**src/rtl/dtc_vote_collector.sv**
```systemverilog
// Majority-vote reducer for the classifier label stream: one winning class per window of labels.
// Optional DTC_VOTE_CONF_EN adds the out_conf port carrying the winning count.
module dtc_vote_collector #(
   parameter int unsigned CLS_W  = 3,
   parameter int unsigned WINDOW = 16
) (
   input  logic             clk,
   input  logic             rst_n,
   input  logic             in_valid,
   output logic             in_ready,
   input  logic [CLS_W-1:0] in_cls,
   input  logic             flush,
   output logic             out_valid,
   input  logic             out_ready,
   output logic [CLS_W-1:0] out_cls
`ifdef DTC_VOTE_CONF_EN
   ,
   output logic [7:0]       out_conf
`endif
);

   localparam int unsigned NCLS    = 2 ** CLS_W;
   localparam logic [7:0]  WIN_CNT = 8'(WINDOW);

   typedef enum logic {StAccum, StReport} state_t;

   state_t           state;
   logic [7:0]       cnt [NCLS];
   logic [7:0]       cnt_nxt [NCLS];
   logic [7:0]       samples;
   logic [7:0]       samples_nxt;
   logic             accept;
   logic             close;
   logic [CLS_W-1:0] best_cls;
   logic [7:0]       best_cnt;

   assign accept = in_valid & in_ready;

   always_comb begin
      for (int unsigned i = 0; i < NCLS; i++) begin
         cnt_nxt[i] = cnt[i];
      end
      if (accept) begin
         cnt_nxt[in_cls] = cnt[in_cls] + 8'd1;
      end
      samples_nxt = samples + {7'd0, accept};
      close = (state == StAccum) &&
              ((accept && (samples_nxt == WIN_CNT)) || (flush && ((samples != 8'd0) || accept)));
   end

   // Strict compare keeps the lowest index on ties; counts include the closing beat.
   always_comb begin
      best_cls = '0;
      best_cnt = cnt_nxt[0];
      for (int unsigned i = 1; i < NCLS; i++) begin
         if (cnt_nxt[i] > best_cnt) begin
            best_cnt = cnt_nxt[i];
            best_cls = CLS_W'(i);
         end
      end
   end

   always_ff @(posedge clk or negedge rst_n) begin
      if (!rst_n) begin
         state     <= StAccum;
         in_ready  <= 1'b1;
         out_valid <= 1'b0;
         out_cls   <= '0;
`ifdef DTC_VOTE_CONF_EN
         out_conf  <= 8'd0;
`endif
         samples   <= 8'd0;
         for (int unsigned i = 0; i < NCLS; i++) begin
            cnt[i] <= 8'd0;
         end
      end else begin
         unique case (state)
            StAccum: begin
               if (accept) begin
                  samples <= samples_nxt;
                  for (int unsigned i = 0; i < NCLS; i++) begin
                     cnt[i] <= cnt_nxt[i];
                  end
               end
               if (close) begin
                  state     <= StReport;
                  in_ready  <= 1'b0;
                  out_valid <= 1'b1;
                  out_cls   <= best_cls;
`ifdef DTC_VOTE_CONF_EN
                  out_conf  <= best_cnt;
`endif
               end
            end
            StReport: begin
               if (out_ready) begin
                  state     <= StAccum;
                  in_ready  <= 1'b1;
                  out_valid <= 1'b0;
                  samples   <= 8'd0;
                  for (int unsigned i = 0; i < NCLS; i++) begin
                     cnt[i] <= 8'd0;
                  end
               end
            end
            default: state <= StAccum;
         endcase
      end
   end

endmodule
```
**config.mk**
```make
export PLATFORM = sky130hd
export DESIGN_NAME = dtc_vote_collector
export DESIGN_NICKNAME = d
export VERILOG_FILES = /design/src/rtl/dtc_vote_collector.sv
export SDC_FILE = /design/constraint.sdc
export NUM_CORES = 1
export LEC_CHECK = 0
export CORE_MARGIN = 1
export CORE_UTILIZATION = 51
export CTS_BUF_LIST = sky130_fd_sc_hd__clkbuf_4
export CTS_CLUSTER_DIAMETER = 30
export DETAILED_ROUTE_END_ITERATION = 8
export GPL_TIMING_DRIVEN = 1
export PLACE_DENSITY = 0.67
export SETUP_SLACK_MARGIN = 0.15
export SYNTH_ARGS = -nofsm -noshare
export SYNTH_HDL_FRONTEND = slang
export SYNTH_SLANG_ARGS = --single-unit
```
**constraint.sdc**
```tcl
create_clock -name clk -period 15.6 [get_ports clk]
set_input_delay 1.56 -clock clk [delete_from_list [all_inputs] [get_ports clk]]
set_output_delay 1.56 -clock clk [all_outputs]
set_load 0.03 [all_outputs]
```
[Word-level counts from Yosys, hierarchy flattened]
Index checks and enable logic that the tools add are counted.
Storage, ports and cells
  register bits: 78
  output and inout port bits: 5
  word-level logic and storage cells: 76
Operators by class
  $add $sub $neg: 2
  $lt $le $gt $ge: 9
  equal/unequal tests: 4
  mux-type cells: 35
  bitwise gates (word level): 3
  reductions and logical operators: 10
Operators by type and width (number)
  $mux W64: 3
  $pmux W64 S2: 1
  $mux W8: 11
  $bwmux W64: 1
  $gt A8 B8 Y1: 7
  $bmux W8 S3: 1
  $demux W8 S3: 1
  $mux W3: 6
  $pmux W8 S2: 1
  $add A8 B1 Y8: 1
  $add A8 B1 Y8 const B: 1
  $eq A8 B5 Y1 const B: 1
  $reduce_bool A8 Y1: 1
  $mux W1: 7
  $ne A2 B2 Y1 const B: 3
  $pmux W1 S2: 3
  $reduce_and A2 Y1: 3
  $ge A4 B4 Y1 const B: 1
  $logic_and A1 B1 Y1: 4
  $lt A4 B1 Y1 const B: 1
  $not A3 Y4: 1
  $logic_or A1 B1 Y1: 2
  $and A1 B1 Y1: 1
  $not A1 Y1: 1

[Logic depth before layout (Yosys ltp)]
Gate-level depths: netlist of the first run.
  word-level depth: 21
  mapped depth: 83
  gate-level depth less buffers: 79

[Worst setup path after synthesis of the first run]
No wires, ideal clock.
  path type: input to register
  start point: input port in_cls[1]
  end point: register out_cls[2]
  setup time: 131 ps
  arrival: 15247 ps
  required time: 15469 ps
  path slack: 222 ps
  stages: 73
  buffers on the path: 3
  path through: buf_2 mux4_2 mux2i_1 inv_1 ha_1 inv_1 a21oi_2 nand2b_1 nor3_1 xor2_1 mux2_2 inv_1 ha_1 nand4_1 or3b_1 nand2_1 mux2_2 ha_1 [... 37 more ...] a21o_1 a21oi_1 o21ai_0 o21ai_0 clkbuf_1 nand2_1 o221ai_1 ha_1 nor2b_1 o21ai_0 nand2b_1 a21oi_1 o21ai_0 o21ai_0 and2_1 inv_1 nor2_1 a31oi_1
On the way
  longest elaborated chain between the ends: 21
  elaborated cells on any way between the ends: 30
  classes of those cells: add/sub (1); order compare (9); mux (18); bitwise (1); reduce/logical (1)
RTL lines
  start: declaration: line 11  | input logic [CLS_W-1:0] in_cls,
  $not A3 Y4 (implied by the code) *: line 44  | cnt_nxt[in_cls] = cnt[in_cls] + 8'd1;
  $bmux W8 S3, or another cell as far along: line 44
  $mux W8 (implied by the code) / $logic_and A1 B1 Y1 (equally long branches): line 44
  $mux W8 (implied by the code): line 44
  $add A8 B1 Y8 / $demux W8 S3 (equally long branches): line 44
  $bwmux W64 *: line 44
  $mux W64 *: line 43  | if (accept) begin
  $gt A8 B8 Y1: line 56  | if (cnt_nxt[i] > best_cnt) begin
  [... 5 more ...]
  $gt A8 B8 Y1: line 56
  $mux W8: line 56
  $gt A8 B8 Y1: line 56
  $mux W8: line 56
  $gt A8 B8 Y1: line 56
  $mux W8: line 56
  $gt A8 B8 Y1: line 56
  $mux W3 *: line 56
  end signal: assignment: line 89  | out_cls <= best_cls;
  end: declaration: line 15  | output logic [CLS_W-1:0] out_cls
Every way passes the cells marked *; elsewhere a longest branch is shown, timed or not. The select of a mux whose other input is x is not followed.
A chain may end at the register's enable or synchronous reset.

[Worst setup path after layout of the first run]
Ends and elaborated chain as after synthesis.

==> results.toml, run 1 <==
[yosys]
ys_top_cells_by_area = "dfrtp_1 29%, ha_1 10%, nand2_1 8.2%"
netlist.area_leader.share = 0.291
synth_edf_count = 0
syn_inst = 776
syn_area_per_cell_um2 = 8.53
ys_types = 79
ys_warn_count = 0
synthArstFlopShare = 1.00
synthesis.area_um2 = 6620
ys_seq_elements = 78
synth_top_area_cell = "dfrtp_1"
seq_area_frac_synth = 0.295
synthFlopType = "dfrtp_1"
syn-num-nets = 837

[detailed_routing]
drt-vias-per-instance = 6.43
wl_per_cell_um = 21.6
drc_errors = 0
drt_first_pass_iters = 5
drtIter0Drc = 662
vias = 6400
postRouteAntennaNets = 0
routed_wl_um = 21400

[sta]
slew_violations = 0
max_freq_mhz = 67.3
period_share = 0.953
finalSetupViolCount = 0
worst_pin_slew_ns = 1.03
max-slew-margin-rel = 0.317
fin_worst_skew_ns = 0.0315
finalHoldViolations = 0
fin_crit_ns = 14.86

[critical_path]
critical_path_required_ns = 15.99
slowest_stage = "or3b_2"
start_kind = "primary input"
crit_start = "in_cls[1]"
cp_max_fo = 12
cpMostUsedCell = "buf_4"
rr_worst_depth = 72
worstReg2RegStart = "cnt[0]$_DFFE_PN0P_"
cpPeakStageDelay_ns = 0.51
reg2reg_slack_ns = 1.78
worstSetupEndpointType = "register"
arrival_ns = 15.25
worst-setup-path-type = "primary input to register"
r2r_end = "out_cls[2]$_DFFE_PN0P_"

[global_routing]
use_met2 = 0.501
grt_use_met3 = 0.0737
grt_pass1_vias = 5878
grt_overflow = 0
grt_max_degree = 79
top_usage_layer = "met2"
grt.met1_usage = 0.435
grt_usage = 0.323
antenna_found_initial = 0
grt_pass1_wl_um = 32300

[cells_and_area]
syn_to_final_growth_pct = 15.8
antenna_cells = 0
mostFrequentLayoutCells = "143 x nand2_1, 77 x dfrtp_1, 65 x o21ai_0, 52 x ha_1, 47 x buf_4"
mostFrequentLayoutCell = "nand2_1"
drive_gt1_frac = 0.187
layout.nets = 879
stdcell_count = 995

[worst_hold_path]
whs_endpoint = "cnt[32]$_DFFE_PN0P_"
hold_class = "register to register"
whs_path_depth = 2
worstHoldStart = "cnt[32]$_DFFE_PN0P_"

[floorplanning]
rows = 41
die_x_um = 116
ios = 13
dieArea_um2 = 13400
die_y_um = 116
coreArea_um2 = 12600
start_util = 0.525

[placement]
gp_congestion = 0.974
dpl.cell_count = 963
dpl.hpwl_um = 15300
numPortBuffers = 12

[cts]
tritoncts = "built"
cts_buffer_depth = 2
h-tree-depth = 3
cts_hold_buffers = 0
cts.sinks = 78
worstSkewPairLatency_ns = 0.49
cts.clk_slew.worst_paths_ns = 0.14
cts_made_buffers = 9
root_buffer = "clkbuf_4"

[flow_run]
maxCapViolations = 0

[run_status]
outcome = "finished clean"
critical path, delay by kind of cell:
kind / cells / cell delay (ns)
xor+xnor: 1 / 0.21
compound gates: 29 / 5.03
buf+inv: 11 / 1.74
fa+ha+maj: 9 / 2.53
simple gates: 20 / 3.49
mux: 2 / 0.68
per-stage QoR:
step	hold WS [ns]	utilization	instance area (um2)	worst slack, ns	setup TNS (ns)
final	0.528	0.607	7670	0.740	0
after global routing	0.555	0.607	7670	-0.200	-0.518
after CTS	0.527	0.581	7330	0.180	0
after detailed placement	0.496	0.565	7130	-0.556	-1.61
after global placement	0.486	0.565	7130	-0.182	-0.486
after floorplan	0.458	-	6620	0.222	0
logic make-up (layout without fill, tap and decap cells):
family,count (synthesis),in the layout,synth area share
buffers and inverters,65,112,0.0414
AND/OR/NAND/NOR,287,287,0.197
XOR/XNOR,9,9,0.0119
AO/OA/AOI/OAI,228,228,0.243
multiplexers,54,54,0.108
flip-flops,78,78,0.295
adder cells (fa/ha/maj),55,55,0.103
flip-flops by register name, summed over array words and instances, names as in the netlist:
signal	cells
out_valid	1
state	1
in_ready	1
cnt	64
out_cls	3
samples	8
how the worst max path moves through the flow:
stage                                         to  slack [ns]
after global routing      out_cls[1]$_DFFE_PN0P_       -0.20
after global placement    out_cls[2]$_DFFE_PN0P_       -0.18
after detailed placement  out_cls[2]$_DFFE_PN0P_       -0.56
after CTS                 out_cls[2]$_DFFE_PN0P_        0.18
after floorplan           out_cls[2]$_DFFE_PN0P_        0.22
final                     out_cls[2]$_DFFE_PN0P_        0.74
Yosys cell counts (3+ instances only):
| master | n |
|---|---|
| nand4_1 | 9 |
| o2111ai_1 | 4 |
| mux2_2 | 14 |
| o21ai_0 | 68 |
| nand2b_1 | 10 |
| o211ai_1 | 6 |
| nand3b_1 | 5 |
| buf_1 | 3 |
| nor4_1 | 4 |
| and3_1 | 8 |
| nor3b_1 | 3 |
| a21boi_1 | 5 |
| xor2_1 | 5 |
| nor3_1 | 8 |
| o31ai_1 | 6 |
| a22o_1 | 42 |
| a21o_1 | 13 |
| o221ai_1 | 3 |
| a21oi_1 | 36 |
| o21a_1 | 3 |
| and2_1 | 5 |
| nor2_1 | 47 |
| dfrtp_1 | 77 |
| clkbuf_1 | 24 |
| o31a_1 | 3 |
| xnor2_1 | 4 |
| buf_2 | 3 |
| mux2i_1 | 25 |
| ha_1 | 53 |
| mux4_2 | 12 |
| or2_2 | 3 |
| buf_6 | 3 |
| nand2_1 | 145 |
| inv_1 | 31 |
| nor2b_1 | 7 |
| nand3_1 | 22 |
metal layers:
layer  share of wire  routed length [um]
met5               0                   0
met4           0.036                 765
met3           0.069                1490
met2            0.46                9870
met1            0.43                9330
layout make-up:
| cell class | instances | area, um2 |
|---|---|---|
| sequential | 78 | 1950 |
| multi-input combinational | 633 | 4620 |
| timing repair buffer | 65 | 596 |
| clock buffer | 9 | 67.6 |
| clock inverter | 7 | 95.1 |
| inverter | 31 | 116 |
| fill | 1129 | 4950 |
| tap | 172 | 215 |
repair_timing:
item / in CTS / in global routing
resized for setup: 5 / 46
pin swaps: 1 / 12
setup endpoints to repair: 3 / 3
cloned: 0 / 4
buffers inserted: 0 / 12
Power of run 1 is left out: the tool's default activity adds up to more than one toggle a clock period on the data nets, which glitch-free logic cannot reach.
==> run 2, diff against run 1 <==
DONT_BUFFER_PORTS = 1   (was unset)
PLACE_DENSITY = 0.66   (was 0.67)
clock period = 14.28 ns   (was 15.6 ns; I/O delays follow)
==> run 2 against run 1 <==
  * Sequential cell count is the same
  * Routed wire length rose by 6.2%
  * Cell count rose by 1.4%
  * Design area up 4.2%
  * Critical endpoint unchanged
==> results.toml, run 2 (synthesis results as in run 1) <==
[global_routing]
grt_usage = 0.340
grt_max_degree = 79
grt.met1_usage = 0.457
top_usage_layer = "met2"
antenna_found_initial = 0
grt_use_met3 = 0.0554
use_met2 = 0.546
grt_overflow = 0
grt_pass1_vias = 6323
grt_pass1_wl_um = 34300

[sta]
max-slew-margin-rel = 0.158
fin_worst_skew_ns = 0.0126
finalHoldViolations = 0
worst_pin_slew_ns = 1.26
rsz0062_at_grt = "no"
tns_ns = 0
period_share = 0.964
finalSetupViolCount = 0
slew_violations = 0
max_freq_mhz = 72.7
fin_crit_ns = 13.76

[cells_and_area]
largestRegisters = "cnt: 64 flops, samples: 8 flops, out_cls: 3 flops"
syn_to_final_growth_pct = 20.6
regMostFlops = "cnt"
largest_reg_flops = 64
layout.nets = 892
mostFrequentLayoutCells = "143 x nand2_1, 77 x dfrtp_1, 75 x buf_4, 55 x o21ai_0, 44 x ha_1"
mostFrequentLayoutCell = "nand2_1"
fillCellCount = 1089
drive_gt1_frac = 0.272

[detailed_routing]
drt-vias-per-instance = 6.61
routed_wl_um = 22800
postRouteAntennaNets = 0
drtIter0Drc = 713
drt_first_pass_iters = 6
drc_errors = 0
vias = 6668
wl_per_cell_um = 22.6

[critical_path]
worst-setup-path-type = "primary input to register"
cpPeakStageDelay_ns = 0.50
start_kind = "primary input"
arrival_ns = 14.11
worstSetupEndpointType = "register"
cpMostUsedCell = "ha_1"
critical_path_required_ns = 14.63
slowest_stage = "mux4_2"
cp_max_fo = 25

[cts]
cts_buffer_depth = 2
cts_hold_buffers = 0
worstSkewPairLatency_ns = 0.45
root_buffer = "clkbuf_4"
cts.sinks = 78
cts.clk_slew.worst_paths_ns = 0.14
h-tree-depth = 3
cts_made_buffers = 9
tritoncts = "built"

[floorplanning]
die_y_um = 116
rows = 41
start_util = 0.525
ios = 13
dieArea_um2 = 13400
die_x_um = 116
coreArea_um2 = 12600

[placement]
dpl.hpwl_um = 16300
gp_congestion = 0.936
numPortBuffers = 0

[worst_hold_path]
hold_class = "register to register"

[flow_run]
maxCapViolations = 0

[run_status]
outcome = "finished clean"
[run 2: cell count changes in the layout (fill, tap and decap cells not counted), moves of 4 or more]
| cell | before | now |
|---|---|---|
| inv_1 | 31 | 24 |
| clkdlybuf4s50_1 | 8 | 0 |
| o21ai_1 | 1 | 8 |
| o21ai_0 | 65 | 55 |
| buf_4 | 47 | 75 |
| a21oi_2 | 5 | 14 |
| ha_4 | 1 | 9 |
| inv_2 | 0 | 7 |
| ha_1 | 52 | 44 |
| a21oi_1 | 31 | 21 |
| a21boi_1 | 5 | 1 |
[run 2: what timing repair did]
| item | CTS | global route |
|---|---|---|
| pin swaps | 0 | 34 |
| setup endpoints to repair | 3 | 3 |
| gates cloned | 0 | 2 |
| setup buffers | 0 | 23 |
| gates resized for setup | 3 | 93 |
[run 2: stage by stage]
step	utilization	setup WS [ns]	instance area (um2)	instances	hold WS, ns
2_1_floorplan	-	0.156	6730	776	0.461
3_3_place_gp	0.569	-0.0272	7180	967	0.500
3_5_place_dp	0.569	-0.453	7180	967	0.509
4_1_cts	0.581	0.168	7340	983	0.538
5_1_grt	0.633	0.0133	7980	1008	0.564
6_report	0.633	0.519	7990	1009	0.539
[run 2: cell type report]
class	instances	area, um2	share of cell area
clock buffer	11	82.6	0.0103
timing repair buffer	77	586	0.0733
clock inverter	5	58.8	0.00736
inverter	31	116	0.0146
antenna	1	2.50	0.000313
sequential	78	1950	0.245
multi-input combinational	634	4970	0.623
tap	172	215	0.0270
[run 2: final timing paths]
kind / startpoint / end / slack (ns) / cells past startpoint
setup / recovery: in_cls[1] / out_cls[2]$_DFFE_PN0P_ / 0.52 / 69
hold / removal: cnt[42]$_DFFE_PN0P_ / cnt[42]$_DFFE_PN0P_ / 0.54 / 1
setup reg to reg: cnt[8]$_DFFE_PN0P_ / out_cls[2]$_DFFE_PN0P_ / 1.05 / 69
hold reg to reg: cnt[42]$_DFFE_PN0P_ / cnt[42]$_DFFE_PN0P_ / 0.54 / 1
max in group asynchronous: rst_n / in_ready$_DFFE_PN1P_ / 13.44 / 0
min in group asynchronous: rst_n / cnt[63]$_DFFE_PN0P_ / 0.65 / 0
[run 2: critical path, delay by kind of cell]
| kind | cells | cell delay, ns |
|---|---|---|
| fa+ha+maj | 9 | 2.46 |
| buf+inv | 8 | 1.07 |
| xor+xnor | 1 | 0.15 |
| mux | 4 | 1.36 |
| simple gates | 26 | 4.16 |
| compound gates | 21 | 3.48 |
[run 2: per-layer routing]
layer / vias up / part of all wire
met4: 0 / 0.038
met5: - / 0
met1: 3273 / 0.41
met2: 357 / 0.46
met3: 72 / 0.088
li1: 2966 / -
Power of run 2 is left out for the same reason.
